**config.mk**
```make
export PLATFORM = sky130hd
export DESIGN_NAME = axis_to_sbus
export DESIGN_NICKNAME = d
export VERILOG_FILES = /design/src/rtl/axis_to_sbus.sv
export SDC_FILE = /design/constraint.sdc
export NUM_CORES = 1
export LEC_CHECK = 0
export BUFFER_PORTS_ARGS = -buffer_cell sky130_fd_sc_hd__buf_2
export CAP_MARGIN = 20
export CORE_AREA = 4 4 228 230
export DETAILED_ROUTE_END_ITERATION = 8
export DIE_AREA = 0 0 232 234
export GPL_TIMING_DRIVEN = 0
export SLEW_MARGIN = 20
export SYNTH_ARGS = -nofsm -noshare
export SYNTH_HDL_FRONTEND = slang
export SYNTH_SLANG_ARGS = --single-unit
```
**constraint.sdc**
```tcl
create_clock -name ACLK -period 4.8 [get_ports ACLK]
set_input_delay 0 -clock ACLK [delete_from_list [all_inputs] [get_ports ACLK]]
set_output_delay 0 -clock ACLK [all_outputs]
set_load 0.05 [all_outputs]
```
**src/rtl/axis_to_sbus.sv**
```systemverilog
// AXI4-Stream slave to push-only SBUS bridge: one registered beat per accept.
// Optional TKEEP contiguity check enabled by defining SBUS_KEEP_CHECK_EN.
module axis_to_sbus #(
    parameter  int TDATA_WIDTH = 256,
    localparam int KEEP_WIDTH  = TDATA_WIDTH / 8
) (
    input  logic                   ACLK,
    input  logic                   ARESET,
    input  logic                   S_AXIS_TVALID,
    input  logic [TDATA_WIDTH-1:0] S_AXIS_TDATA,
    input  logic [KEEP_WIDTH-1:0]  S_AXIS_TKEEP,
    input  logic                   S_AXIS_TLAST,
    output logic                   S_AXIS_TREADY,
    output logic                   M_SBUS_VALID,
    output logic [TDATA_WIDTH-1:0] M_SBUS_TDATA,
    output logic [KEEP_WIDTH-1:0]  M_SBUS_TKEEP,
    output logic [7:0]             M_SBUS_CTL
);

    logic                   r_tready;
    logic                   r_valid;
    logic [TDATA_WIDTH-1:0] r_data;
    logic [KEEP_WIDTH-1:0]  r_keep;
    logic [7:0]             r_ctl;
    logic                   r_in_pkt;

    logic                   w_accept;
    logic [5:0]             w_popcnt;
    logic [5:0]             w_cnt;

    assign w_accept = S_AXIS_TVALID && r_tready;

    always_comb begin
        w_popcnt = '0;
        for (int i = 0; i < KEEP_WIDTH; i++) begin
            w_popcnt = w_popcnt + {5'd0, S_AXIS_TKEEP[i]};
        end
    end

`ifdef SBUS_KEEP_CHECK_EN
    logic w_contig;

    // keep+1 clears the low run of ones; any surviving bit means a hole
    assign w_contig = ((S_AXIS_TKEEP & (S_AXIS_TKEEP + KEEP_WIDTH'(1))) == '0);
    assign w_cnt    = w_contig ? w_popcnt : 6'h3F;
`else
    assign w_cnt    = w_popcnt;
`endif

    always_ff @(posedge ACLK) begin
        if (ARESET) begin
            r_tready <= 1'b0;
            r_valid  <= 1'b0;
            r_data   <= '0;
            r_keep   <= '0;
            r_ctl    <= '0;
            r_in_pkt <= 1'b0;
        end else begin
            r_tready <= 1'b1;
            r_valid  <= w_accept;
            if (w_accept) begin
                r_data   <= S_AXIS_TDATA;
                r_keep   <= S_AXIS_TKEEP;
                r_ctl    <= {w_cnt, S_AXIS_TLAST, !r_in_pkt};
                r_in_pkt <= !S_AXIS_TLAST;
            end else begin
                r_data   <= '0;
                r_keep   <= '0;
                r_ctl    <= '0;
            end
        end
    end

    assign S_AXIS_TREADY = r_tready;
    assign M_SBUS_VALID  = r_valid;
    assign M_SBUS_TDATA  = r_data;
    assign M_SBUS_TKEEP  = r_keep;
    assign M_SBUS_CTL    = r_ctl;

endmodule

```
# Word level (Yosys, flattened, before mapping)

Cells that the tools add are included.

Add/sub/neg operators: 31
Mux-type cells: 1
Bitwise operators: 1
Reduce and logical (&&, ||, !) cells: 4

Operators with widths:

| cell                 | count |
|---|---|
| adder 6 x 1 -> 6 bit | 26 |
| adder 5 x 1 -> 6 bit | 1 |
| adder 4 x 1 -> 5 bit | 1 |
| adder 3 x 1 -> 4 bit | 1 |
| adder 2 x 1 -> 3 bit | 1 |
| adder 1 x 1 -> 2 bit | 1 |
| zero test 1 bit      | 2 |
| OR reduction 2 bit   | 1 |
| logical AND 1 bit    | 1 |
| two-way mux 1 bit    | 1 |
| inverter 1 bit       | 1 |

Register bits after elaboration: 299
Input bits: 292
Output and inout port bits: 298

# Depth between registers and ports, before layout

Depth in word-level cells: 31
Depth in mapped cells: 16

# Worst setup path after synthesis

No wires, ideal clock.

Path kind: input-to-reg
Start point: in S_AXIS_TKEEP[0]
End point: reg r_ctl[6] (netlist: M_SBUS_CTL[6])
Arrival: 4115 ps
Path slack: 613 ps
Stages: 16
Path buffers: 0
Path through: inv_1 fa_1 inv_1 fa_1 fa_1 fa_1 fa_1 inv_1 fa_1 inv_1 ha_1 inv_1 fa_1 nand2b_1 a21oi_1 mux2i_1

Cells in the longest elaborated chain, start to end: 31

Ends and longest elaborated chain:

| item                               | RTL line | text |
|---|---|---|
| start: declaration                 | 11       | `input logic [KEEP_WIDTH-1:0] S_AXIS_TKEEP,` |
| adder 1 x 1 -> 2 bit               | 36       | `w_popcnt = w_popcnt + {5'd0, S_AXIS_TKEEP[i]};` |
| adder 2 x 1 -> 3 bit               | 36       |  |
| adder 3 x 1 -> 4 bit               | 36       |  |
| adder 4 x 1 -> 5 bit               | 36       |  |
| adder 5 x 1 -> 6 bit               | 36       |  |
| adder 6 x 1 -> 6 bit (26 in a row) | 36       |  |
| end signal: assignment             | 64       | `r_ctl <= {w_cnt, S_AXIS_TLAST, !r_in_pkt};` |
| end: declaration                   | 24       | `logic [7:0] r_ctl;` |

Every way passes these cells.
A chain may end at the register's enable or synchronous reset.

# Final worst setup path

Ends and elaborated chain as after synthesis.

==> out/results.tsv <==
stage	metric	value	unit
status	status	completed	
synthesis	post-synthesis sequential area ratio	67.2	%
sta	unrepaired setup endpoints after global routing	false	
placement	Port Buffers	589	
layout	final instance area	0.0166	sq mm
synthesis	count leader, synth	dfxtp_1	
clock_network	H-Tree Depth	1	
power_and_ir_drop	Psw	1820	uW
synthesis	Synth top cells by count	dfxtp_1 (299), and2_1 (280), inv_1 (30)	
clock_network	Clock transition at path regs	0.06	ns
synthesis	Synth cell types	23	
detailed_routing	DRC errors left	0	
grt	global-route wire length before repair	52.2	mm
sta	Final setup violation count	0	
synthesis	Yosys top cell area share	67.2	%
die	I/O pin total	590	
critical_path	Crit-path slowest cell	fa_1	
layout	final-stage net count	1941	
placement	Final Wtd Congestion	0.882	
synthesis	area of the mapped netlist	0.00890	sq mm
sta	setup TNS	0	ns
sta	Final Hold Viols	0	
detailed_routing	Iter 0 DRT Violations	158	
synthesis	largest area contributor in the netlist	dfxtp_1	
clock_network	CTS root buf	clkbuf_16	
die	die height	234	um
sta	Slew @ Worst Pin	0.592	ns
clock_network	clock buffer count from CTS	31	
sta	Min Clock Period, post-route	4.58	ns
synthesis	ranking of synthesized cells by area	dfxtp_1 (67%), and2_1 (20%), fa_1 (5.4%), buf_6 (2.8%), inv_1 (1.3%)	
clock_network	clock sink total	299	
sta	WHS	0.164	ns
detailed_routing	Antenna Violating Nets Remaining	0	
power_and_ir_drop	Seq pwr share	41.2	%
critical_path	slowest stage delay, CP	0.57	ns
critical_path	Crit Path Class	input pin to register	
clock_network	postcts setup bufs	0	
power_and_ir_drop	VDD IR-drop max	0.000265	V
sta	Slew headroom	60.5	%
power_and_ir_drop	leak pwr	0.00833	uW
power_and_ir_drop	internal power	4450	uW
critical_path	WP data required	5.29	ns
synthesis	Syn Inst Count	704	
critical_path	Cell Chain, Critical Path	dlygate4sd3_1 -> buf_2 -> inv_1 -> fa_1 -> inv_1 -> fa_1 -> fa_1 -> fa_1 -> fa_1 -> inv_1 -> fa_1 -> inv_1 -> ha_2 -> inv_1 -> fa_1 -> nand2b_1 -> a21oi_1 -> mux2i_1	
die	core box area	0.0499	sq mm
critical_path	CP Max Fanout	2	
sta	final worst-path cycle share	95.4	%
sta	FMAX	0.218	GHz
die	die width	232	um
synthesis	net count after synthesis	1027	
layout	layout cell share with drive strength beyond 1	41.0	%
detailed_routing	WL/cell	15.6	um
job	Max Cap Viol	0	
critical_path	CP arrival	5.07	ns
detailed_routing	TritonRoute pass-1 iters	4	
sta	Clock Skew	0.0139	ns
die	Starting Density	17.9	%
layout	P&R area growth vs syn	86.0	%
power_and_ir_drop	PD cells	378	mW/mm^2
grt	largest net degree at the start of global routing	15	
clock_network	CTS tree	built	
power_and_ir_drop	Clock power frac	35.5	%
detailed_routing	Via density	3.54	
synthesis	Avg Cell Area, Syn	12.6	sq um
synthesis	Async SR Flop Fraction	0	%
grt	vias in the first global route	9230	
detailed_routing	Via Count	8199	
power_and_ir_drop	Gate power share	23.3	%
grt	GRT overflow	0	
die	die area	0.0543	sq mm
critical_path	crit-path most repeated cell	fa_1	
power_and_ir_drop	switching portion of total power	29.0	%
critical_path	Worst setup EP type	register	
critical_path	CP startpoint kind	input pin	
placement	DP Area	0.0127	sq mm
min_path	worst hold-check path type	input pin to register	
grt	initial antenna violation count	4	
die	row cnt	82	
detailed_routing	final wirelength	36.1	mm
synthesis	Synth Register Bits	299	
sta	Slew Viols, Final	0	
placement	post-detail-place hpwl	25.1	mm
clock_network	clock buffer depth	3	
grt	Total GRT Usage	12.4	%
synthesis	total of warnings raised by yosys	0	
synthesis	Synth Flop Type	dfxtp_1	
clock_network	clock latency on the worst-skew pair	0.57	ns
synthesis	Post-synth EDFFs	0	
[registers in the layout, indices dropped and copies added, names as in the netlist]
register	cells
r_in_pkt	1
M_SBUS_TDATA	256
M_SBUS_VALID	1
M_SBUS_TKEEP	32
S_AXIS_TREADY	1
M_SBUS_CTL	8
[layout make-up]
class,count,area (sq um)
Antenna cell,1,2.50
Tap cell,672,841
Timing Repair Buffer,881,5870
Sequential cell,299,5990
Inverter,32,120
Clock buffer,42,857
Multi-Input combinational cell,341,2480
Clock inverter,13,78.8
Fill cell,4889,33300
Buffer,32,317
[cells in the final DEF (no fill, tap or decap), drive strengths merged, types with 2 or more instances in the layout]
master	instances
inv	32
clkinvlp	4
clkbuf	43
nor2	16
dlygate4sd3	292
fa	24
ha	7
buf	620
dfxtp	299
clkinv	9
and2	280
nand2b	2
a21oi	2
[metal layers]
layer  vias to the layer above  part of all wire, %  track usage (%)
met3                        77                  9.4             4.26
met2                       413                   50             22.3
met4                         0                  3.9             4.63
met5                         -                    0                0
met1                      3772                   37             13.4
li1                       3937                    -                -
[worst paths after layout]
path | endpoint | start | slack (ns) | cells after the start
max | M_SBUS_CTL[6] | S_AXIS_TKEEP[0] | 0.22 | 18
min | M_SBUS_TDATA[181] | S_AXIS_TDATA[181] | 0.16 | 3
max reg2reg | M_SBUS_TDATA[56] | S_AXIS_TREADY | 3.25 | 5
min reg2reg | M_SBUS_CTL[0] | r_in_pkt | 0.43 | 1
[what timing repair did]
action                     in CTS  in global routing
resized for setup               0                  1
hold endpoints to repair      296                  0
setup endpoints to repair       0                  1
hold buffers                  292                  0
[power by group through the flow]
stage / Combinational, uW / Clock [uW] / Sequential (uW)
after floorplan: 625 / 0 / 2900
after CTS: 1470 / 2300 / 2580
after global routing: 1630 / 2400 / 2580
after detailed placement: 1270 / 0 / 2630
after global placement: 1260 / 0 / 2630
final: 1460 / 2230 / 2580
[per-stage QoR]
step                util (%)  total power [uW]  worst slack, ns  cells
floorplan                  -              3520            0.613    704
global placement        25.4              3900            0.135   1965
detailed placement      25.4              3900            0.150   1965
CTS                     33.2              6350            0.206   2312
global route            33.2              6620           0.0141   2313
finish                  33.2              6270            0.221   2313
[cell families after synthesis]
family	count (synthesis)	share of synthesized area [%]
simple gates	302	20.8
buf+inv	64	4.91
fa+ha+maj	31	6.38
compound gates	6	0.464
mux	1	0.112
flops	299	67.2
xor+xnor	1	0.0984
[critical path, delay by kind of cell]
family          cells  cell delay, ns
simple gates        1            0.17
fa+ha+maj           8            3.57
compound gates      1            0.15
mux                 1            0.21
buf+inv             7            0.96
Power figures use the tool's default switching activity.
